<file path="src/rtl/legup_mult_accum.sv">
// rtl/legup_mult_accum.sv - streaming product accumulator with per-group registered result
module legup_mult_accum #(
    parameter int    widthp         = 64,
    parameter int    widthacc       = 80,
    parameter string representation = "UNSIGNED"
) (
    input  logic                clock,
    input  logic                reset,
    input  logic                in_valid,
    output logic                in_ready,
    input  logic [widthp-1:0]   in_data,
    input  logic                in_last,
    output logic                out_valid,
    input  logic                out_ready,
    output logic [widthacc-1:0] out_data,
    output logic [15:0]         out_count,
    output logic                out_overflow
);

    localparam bit is_signed = (representation != "UNSIGNED");

    generate
        if (widthacc < widthp) begin : g_width_check
            $error("legup_mult_accum: widthacc must be >= widthp");
        end
    endgenerate

    typedef enum logic [0:0] {IDLE, ACCUM} state_t;

    state_t                state_q, state_d;
    logic [widthacc-1:0]   acc_q, acc_d;
    logic [15:0]           cnt_q, cnt_d;
    logic                  ovf_q, ovf_d;
    logic                  out_valid_q, out_valid_d;
    logic [widthacc-1:0]   out_data_q, out_data_d;
    logic [15:0]           out_count_q, out_count_d;
    logic                  out_ovf_q, out_ovf_d;

    logic [widthacc-1:0]   ext;
    logic [widthacc:0]     sum_full;
    logic [widthacc-1:0]   sum;
    logic                  ovf_now;
    logic [15:0]           cnt_inc;
    logic                  in_fire;
    logic                  sign_bit;

    assign sign_bit = is_signed ? in_data[widthp-1] : 1'b0;

    generate
        if (widthacc > widthp) begin : g_ext
            assign ext = {{(widthacc-widthp){sign_bit}}, in_data};
        end else begin : g_noext
            assign ext = in_data;
        end
    endgenerate

    assign sum_full = {1'b0, acc_q} + {1'b0, ext};
    assign sum      = sum_full[widthacc-1:0];
    // Signed overflow: operands agree in sign but the result does not.
    assign ovf_now  = is_signed
                    ? ((acc_q[widthacc-1] == ext[widthacc-1]) && (sum[widthacc-1] != acc_q[widthacc-1]))
                    : sum_full[widthacc];
    assign cnt_inc  = (cnt_q == 16'hFFFF) ? cnt_q : cnt_q + 16'd1;

    assign in_ready = !out_valid_q || out_ready;
    assign in_fire  = in_valid && in_ready;

    always_comb begin
        state_d     = state_q;
        acc_d       = acc_q;
        cnt_d       = cnt_q;
        ovf_d       = ovf_q;
        out_valid_d = out_valid_q;
        out_data_d  = out_data_q;
        out_count_d = out_count_q;
        out_ovf_d   = out_ovf_q;

        if (out_valid_q && out_ready) begin
            out_valid_d = 1'b0;
        end

        if (in_fire) begin
            case (state_q)
                IDLE: begin
                    if (in_last) begin
                        out_valid_d = 1'b1;
                        out_data_d  = ext;
                        out_count_d = 16'd1;
                        out_ovf_d   = 1'b0;
                    end else begin
                        state_d = ACCUM;
                        acc_d   = ext;
                        cnt_d   = 16'd1;
                        ovf_d   = 1'b0;
                    end
                end
                default: begin
                    if (in_last) begin
                        out_valid_d = 1'b1;
                        out_data_d  = sum;
                        out_count_d = cnt_inc;
                        out_ovf_d   = ovf_q | ovf_now;
                        state_d     = IDLE;
                        acc_d       = '0;
                        cnt_d       = 16'd0;
                        ovf_d       = 1'b0;
                    end else begin
                        acc_d = sum;
                        cnt_d = cnt_inc;
                        ovf_d = ovf_q | ovf_now;
                    end
                end
            endcase
        end
    end

    always_ff @(posedge clock or posedge reset) begin
        if (reset) begin
            state_q     <= IDLE;
            acc_q       <= '0;
            cnt_q       <= 16'd0;
            ovf_q       <= 1'b0;
            out_valid_q <= 1'b0;
            out_data_q  <= '0;
            out_count_q <= 16'd0;
            out_ovf_q   <= 1'b0;
        end else begin
            state_q     <= state_d;
            acc_q       <= acc_d;
            cnt_q       <= cnt_d;
            ovf_q       <= ovf_d;
            out_valid_q <= out_valid_d;
            out_data_q  <= out_data_d;
            out_count_q <= out_count_d;
            out_ovf_q   <= out_ovf_d;
        end
    end

    assign out_valid    = out_valid_q;
    assign out_data     = out_data_q;
    assign out_count    = out_count_q;
    assign out_overflow = out_ovf_q;

endmodule

</file>
<file path="config.mk">
export PLATFORM = sky130hd
export DESIGN_NAME = legup_mult_accum
export DESIGN_NICKNAME = d
export VERILOG_FILES = /design/src/rtl/legup_mult_accum.sv
export SDC_FILE = /design/constraint.sdc
export NUM_CORES = 1
export LEC_CHECK = 0
export BUFFER_PORTS_ARGS = -buffer_cell sky130_fd_sc_hd__buf_4
export CORE_MARGIN = 4
export CORE_UTILIZATION = 55
export CTS_CLUSTER_DIAMETER = 50
export CTS_CLUSTER_SIZE = 12
export DETAILED_ROUTE_END_ITERATION = 8
export HOLD_SLACK_MARGIN = 0.1
export PLACE_DENSITY = 0.85
export SETUP_SLACK_MARGIN = 0.3
export SLEW_MARGIN = 20
export SYNTH_ARGS = -nofsm -noshare
export SYNTH_HDL_FRONTEND = slang
export SYNTH_SLANG_ARGS = --single-unit
</file>
<file path="constraint.sdc">
create_clock -name clock -period 8.2 [get_ports clock]
set_input_delay 1.64 -clock clock [delete_from_list [all_inputs] [get_ports clock]]
set_output_delay 1.64 -clock clock [all_outputs]
set_load 0.01 [all_outputs]
</file>
==> summary.txt, run 1 <==
area occupied by multi-input gates = 7210 µm²
Post-CTS Setup Inserts = 0
Post-synth top cells = 267 x nand2_1, 212 x o21ai_0, 196 x dfrtp_1, 115 x a21oi_1, 78 x clkbuf_1
r2r startpoint = acc_q[27]$_DFFE_PP0P_
Hold Path Origin = out_data[30]$_DFFE_PP0P_
Pwr Density = 268 nW/µm²
core footprint = 22100 µm²
Period Utilization, post-route = 60.9%
Slew headroom = 20.5%
Arr. time, crit path = 5.29 ns
Pre-antenna DRT Iters = 6
maximum clock insertion buffer count = 2
clk_lat worst skew = 0.44 ns
Worst Setup Slack, final = 3.21 ns
hold slack final = 0.482 ns
die area = 25300 µm²
max_cap viols = 0
Slew @ Worst Pin = 1.16 ns
Post-synth EDFFs = 0
Cell Area, Placed = 13900 µm²
Initial Util = 56.7%
crit-path max cell delay = 1.02 ns
DR iter-0 viols = 1021
post-place setup slack = 2.86 ns
Yosys warning count = 0
die width = 159 µm
DRC Markers = 0
worst min path class = register to register
Rows = 54
endpoints failing setup = 0
pin count of the biggest net entering global routing = 120
Hold EP = out_data[30]$_DFFE_PP0P_
Synth Flop Type = dfrtp_1
global-route wire length before repair = 56900 µm
sequential cell area = 4910 µm²
Synth top area share = 39.1%
reg-to-reg slack, setup = 4.16 ns
Layout Cells excl Fill = 1888
worst vdd ir = 0.138 mV
Avg WL per Cell = 18.2 µm
Seq cells post-synth = 196
Synth area leaders = dfrtp_1 39%, o21ai_0 8.5%, nand2_1 8.0%
final instance area = 14500 µm²
status = complete, no violations
register area share after synthesis = 39.1%
fmax = 0.200 GHz
Layout fillers = 1830
leakage power = 6.76 nW
# IOs = 168
share of post-route cells with drive strength above 1 = 14.2%
Synthesized Nets = 1623
Mapped Avg Cell Area = 8.42 µm²
Detailed Place HPWL = 24600 µm
Post-Route WL = 34400 µm
vias in the first global route = 11500
fin crit period = 4.99 ns
DR vias = 11600
critical path startpoint category = primary input
WHS Path Cells = 2
CP max-delay cell = a2111oi_0
clock sink count = 196
Port Buffers = 167
clk_skew = 0.0128 ns
Total GRT Usage = 26.6%
htree depth = 4
CP Max Fanout = 14
Hold Violations, Final = 0
Area growth syn-to-layout = 15.6%
Post-Synthesis Cells = 1488
post-placement cell count = 1855
FF-to-FF path depth = 11
antenna cells = 0
crit path kind = primary input to register
DRT antenna net count = 0
area leader, netlist = dfrtp_1
critical path cell sequence = buf_4 -> ha_1 -> a21oi_1 -> o21ai_0 -> a21oi_1 -> o31ai_1 -> a2111oi_0 -> a2111oi_0 -> nand3b_2 -> nand2_1 -> xor2_1 -> o21ai_1
ys async rst share = 100%
CTS tree = built
RSZ-0062 raised after global routing = no
Critical Path RT = 8.50 ns
CTS Hold Bufs = 0
Yosys cell types = 66
Worst Setup End Kind = register
CTS Root Cell = clkbuf_16
vias per cell = 6.16
nets@finish = 1730
max-slew violation count = 0
chip height = 159 µm
CTS Buf Count = 17
TNS Setup = 0 ns
FF-to-FF End = out_data[70]$_DFFE_PP0P_
Clock transition at path regs = 0.08 ns
initial antenna violation count = 0
GPL Wtd Cong = 0.941
total grt overflow = 0
count leader, synth = nand2_1
post-synthesis cell area = 12500 µm²
CTS resizes = 0
report_power, final:
group          total (mW)  leakage (nW)  switching (mW)  internal, mW
clock network       0.856         0.282           0.417         0.440
logic                1.73          3.94            1.03         0.705
registers            1.29          2.54           0.126          1.17
stage by stage:
step                      util [%]  power, mW
final                         65.6       3.88
after global routing          65.6       4.13
after CTS                     65.4       3.87
after floorplan                  -       2.48
after global placement        62.8       2.96
after detailed placement      62.8       3.00
how the worst max path moves through the flow:
stage / cells after the start / end / slack (ns) / startpoint
2_1_floorplan: 1 / acc_q[0]$_DFFE_PP0P_ / 1.22 / reset
4_1_cts: 13 / out_data[62]$_DFFE_PP0P_ / 3.31 / in_data[0]
6_report: 12 / out_data[70]$_DFFE_PP0P_ / 3.21 / in_data[27]
3_3_place_gp: 13 / out_data[62]$_DFFE_PP0P_ / 2.94 / in_data[0]
5_1_grt: 13 / acc_q[62]$_DFFE_PP0P_ / 2.87 / in_data[0]
3_5_place_dp: 13 / out_data[62]$_DFFE_PP0P_ / 2.86 / in_data[0]
area by class of cell:
class | count | area share [%]
Tap cell | 280 | 2.42
Clock buffer | 19 | 3.06
Timing Repair Buffer | 175 | 9.21
Clock inverter | 13 | 0.959
Inverter | 25 | 0.700
Multi-Input combinational cell | 1180 | 49.8
Sequential cell | 196 | 33.9
registers in the layout, summed over array words and instances (netlist names):
signal and count:
out_valid 1, cnt_q 16, ovf_q 1, out_overflow 1, acc_q 80, out_data 80
state_q 1, out_count 16
critical path, delay by kind of cell:
kind                       cells  cell delay (ns)
and+or+nand+nor                2             0.77
xor gates and xnor gates       1             0.19
buffers and inverters          1             0.12
AOI/OAI and AO/OA              7             2.15
adders and majority gates      1             0.40
cells in the final DEF, fill, tap and decap left out, types with 4 or more instances in the layout:
| cell type | instances |
|---|---|
| nand3_1 | 31 |
| a31oi_1 | 20 |
| nand4_1 | 18 |
| nor2_1 | 74 |
| o21ai_1 | 7 |
| inv_1 | 24 |
| a21boi_0 | 4 |
| xor2_1 | 29 |
| buf_4 | 174 |
| or2_2 | 7 |
| and4_1 | 5 |
| nand2_1 | 267 |
| o21bai_1 | 15 |
| or4_1 | 6 |
| a211oi_1 | 5 |
| o21ai_0 | 212 |
| xnor2_1 | 51 |
| and2_1 | 5 |
| and3_1 | 13 |
| o211ai_1 | 14 |
| nand2b_1 | 6 |
| dfrtp_1 | 195 |
| nor3_1 | 21 |
| mux2i_1 | 53 |
| o31ai_1 | 14 |
| ha_1 | 65 |
| a2bb2oi_1 | 4 |
| a21o_1 | 37 |
| nor2b_1 | 5 |
| clkbuf_16 | 17 |
| a221o_1 | 4 |
| o2111ai_1 | 4 |
| inv_8 | 5 |
| or3_1 | 11 |
| a21oi_1 | 115 |
| o21a_1 | 5 |
layer usage:
layer  track usage (%)  wire length, µm  vias up  part of all wire (%)
li1                  -                -     5528                     -
met1              36.5            15100     5532                    44
met2              43.4            16100      496                    47
met3              4.89             2410       77                   7.0
met4              8.21              815        0                   2.4
met5                 0                0        -                     0
cell families after synthesis:
| group | synth area share, % |
|---|---|
| AO/OA/AOI/OAI | 23.5 |
| AND/OR/NAND/NOR | 17.4 |
| flip-flops | 39.1 |
| buffers and inverters | 3.43 |
| XOR/XNOR | 5.59 |
| adder cells (fa/ha/maj) | 6.65 |
| multiplexers | 4.32 |
(Power assumes the default switching activity.)
==> inputs of run 2 (changes only) <==
--- a/config.mk
+++ b/config.mk
@@ -7,7 +7,7 @@
 export LEC_CHECK = 0
 export BUFFER_PORTS_ARGS = -buffer_cell sky130_fd_sc_hd__buf_4
 export CORE_MARGIN = 4
-export CORE_UTILIZATION = 55
+export CORE_UTILIZATION = 53
 export CTS_CLUSTER_DIAMETER = 50
 export CTS_CLUSTER_SIZE = 12
 export DETAILED_ROUTE_END_ITERATION = 8
==> constraint.sdc (replaced) <==
create_clock -name clock -period 4.1 [get_ports clock]
set_input_delay 0.82 -clock clock [delete_from_list [all_inputs] [get_ports clock]]
set_output_delay 0.82 -clock clock [all_outputs]
set_load 0.01 [all_outputs]
==> summary.txt, run 2 (synthesis results as in run 1) <==
htree depth = 4
post-place setup slack = -0.101 ns
final instance area = 15200 µm²
leakage power = 7.12 nW
DRC Markers = 0
Detailed Place HPWL = 26100 µm
initial antenna violation count = 0
TNS Setup = 0 ns
Clk pwr share = 22.5%
GPL Wtd Cong = 0.924
vias in the first global route = 11900
RSZ-0062 raised after global routing = no
met3 routed WL = 2420 µm
CTS Root Cell = clkbuf_16
Initial Util = 53.6%
combinational power share = 45.9%
die area = 26200 µm²
P_int = 5.04 mW
Area growth syn-to-layout = 21.0%
Rows = 56
max-slew violation count = 0
global-route wire length before repair = 59500 µm
M1 WL = 15600 µm
Net Sw Power = 3.18 mW
clk_lat worst skew = 0.44 ns
total grt overflow = 0
worst min path class = primary input to async pin
crit path kind = primary input to register
Post-Route WL = 36000 µm
CTS tree = built
sw frac = 38.7%
most frequent cells in the layout = 267 x nand2_1, 239 x buf_4, 210 x o21ai_0
share of post-route cells with drive strength above 1 = 18.0%
fmax = 0.268 GHz
max_cap viols = 0
critical path startpoint category = primary input
CP Max Fanout = 6
Worst Setup Slack, final = 0.365 ns
Layout fillers = 2002
chip height = 162 µm
vias per cell = 5.96
clock sink count = 196
DR top layer = met4
Layout Cells excl Fill = 1992
Slew headroom = 26.2%
core footprint = 23400 µm²
Worst Setup End Kind = register
Clock transition at path regs = 0.08 ns
Cell Area, Placed = 14500 µm²
CTS Buf Count = 17
DR vias = 11900
Total Power = 8.22 mW
antenna cells = 0
sequential share of power = 31.5%
post-placement cell count = 1958
worst vdd ir = 0.248 mV
endpoints failing setup = 0
Core Util, Final = 64.8%
Pwr Density = 542 nW/µm²
nets@finish = 1798
status = complete, no violations
clk_skew = 0.0109 ns
Port Buffers = 167
Avg WL per Cell = 18.0 µm
CTS Hold Bufs = 0
maximum clock insertion buffer count = 2
Period Utilization, post-route = 91.1%
DRT antenna net count = 0
hold slack final = 0.450 ns
fin crit period = 3.73 ns
Total GRT Usage = 27.3%
Routed met2 length = 17100 µm
Arr. time, crit path = 4.10 ns
commonest non-fill, non-tap cell in the layout = nand2_1
Hold Violations, Final = 0
# IOs = 168
pin count of the biggest net entering global routing = 90
DR iter-0 viols = 1082
Slew @ Worst Pin = 1.11 ns
Pre-antenna DRT Iters = 6
Critical Path RT = 4.46 ns
die width = 162 µm
## run 2: changes by cell type in the layout (fill, tap and decap cells not counted), sizes merged, moves of 2 or more
cell	change
bufinv	+4
buf	+67
inv	-5
clkinv	-2
## run 2: final cells by class
class	count	area [µm²]	area share, %
tap	319	399	2.63
multi-input combinational	1181	7280	48.0
timing repair buffer	242	1850	12.2
sequential	196	4910	32.4
clock buffer	18	429	2.83
inverter	25	97.6	0.643
clock inverter	11	200	1.32
## run 2: path summary, 6_finish.rpt
path | cells past startpoint | endpoint | slack (ns) | start
max in group asynchronous | 3 | acc_q[7]$_DFFE_PP0P_ | 2.78 | reset
min reg2reg | 2 | out_data[33]$_DFFE_PP0P_ | 0.48 | out_data[33]$_DFFE_PP0P_
max reg2reg | 11 | acc_q[78]$_DFFE_PP0P_ | 0.47 | acc_q[3]$_DFFE_PP0P_
min | 2 | out_data[19]$_DFFE_PP0P_ | 0.45 | reset
max | 12 | acc_q[78]$_DFFE_PP0P_ | 0.37 | in_data[3]
min in group clock | 2 | out_data[33]$_DFFE_PP0P_ | 0.48 | out_data[33]$_DFFE_PP0P_
## run 2: layer usage
layer	global-route usage, %	vias to the layer above
met5	0	-
met1	36.8	5649
met2	45.3	483
li1	-	5668
met4	8.07	0
met3	4.80	76
## run 2: worst max-delay path: stages
cell and delay, ns:
buf_4 0.12, ha_1 0.34, o21ai_0 0.18, o2111ai_2 0.27, a221oi_2 0.13, or3b_1 0.46, a2111o_1 0.49, a2111oi_4 0.41
nand3b_4 0.27, nand4_2 0.14, or3_1 0.39, o21ai_1 0.08
## run 2: timing repair
| action | 4_1_cts | 5_1_grt |
|---|---|---|
| setup endpoints to repair | 0 | 24 |
| buffers inserted | 0 | 4 |
| gates resized for setup | 0 | 9 |
## run 2: power groups by stage
stage,logic (mW),clock network (mW),registers (mW)
after global placement,3.57,0,2.60
final,3.78,1.85,2.59
after CTS,3.68,1.88,2.59
after detailed placement,3.66,0,2.62
after global routing,4.16,1.94,2.65
after floorplan,2.31,0,2.65
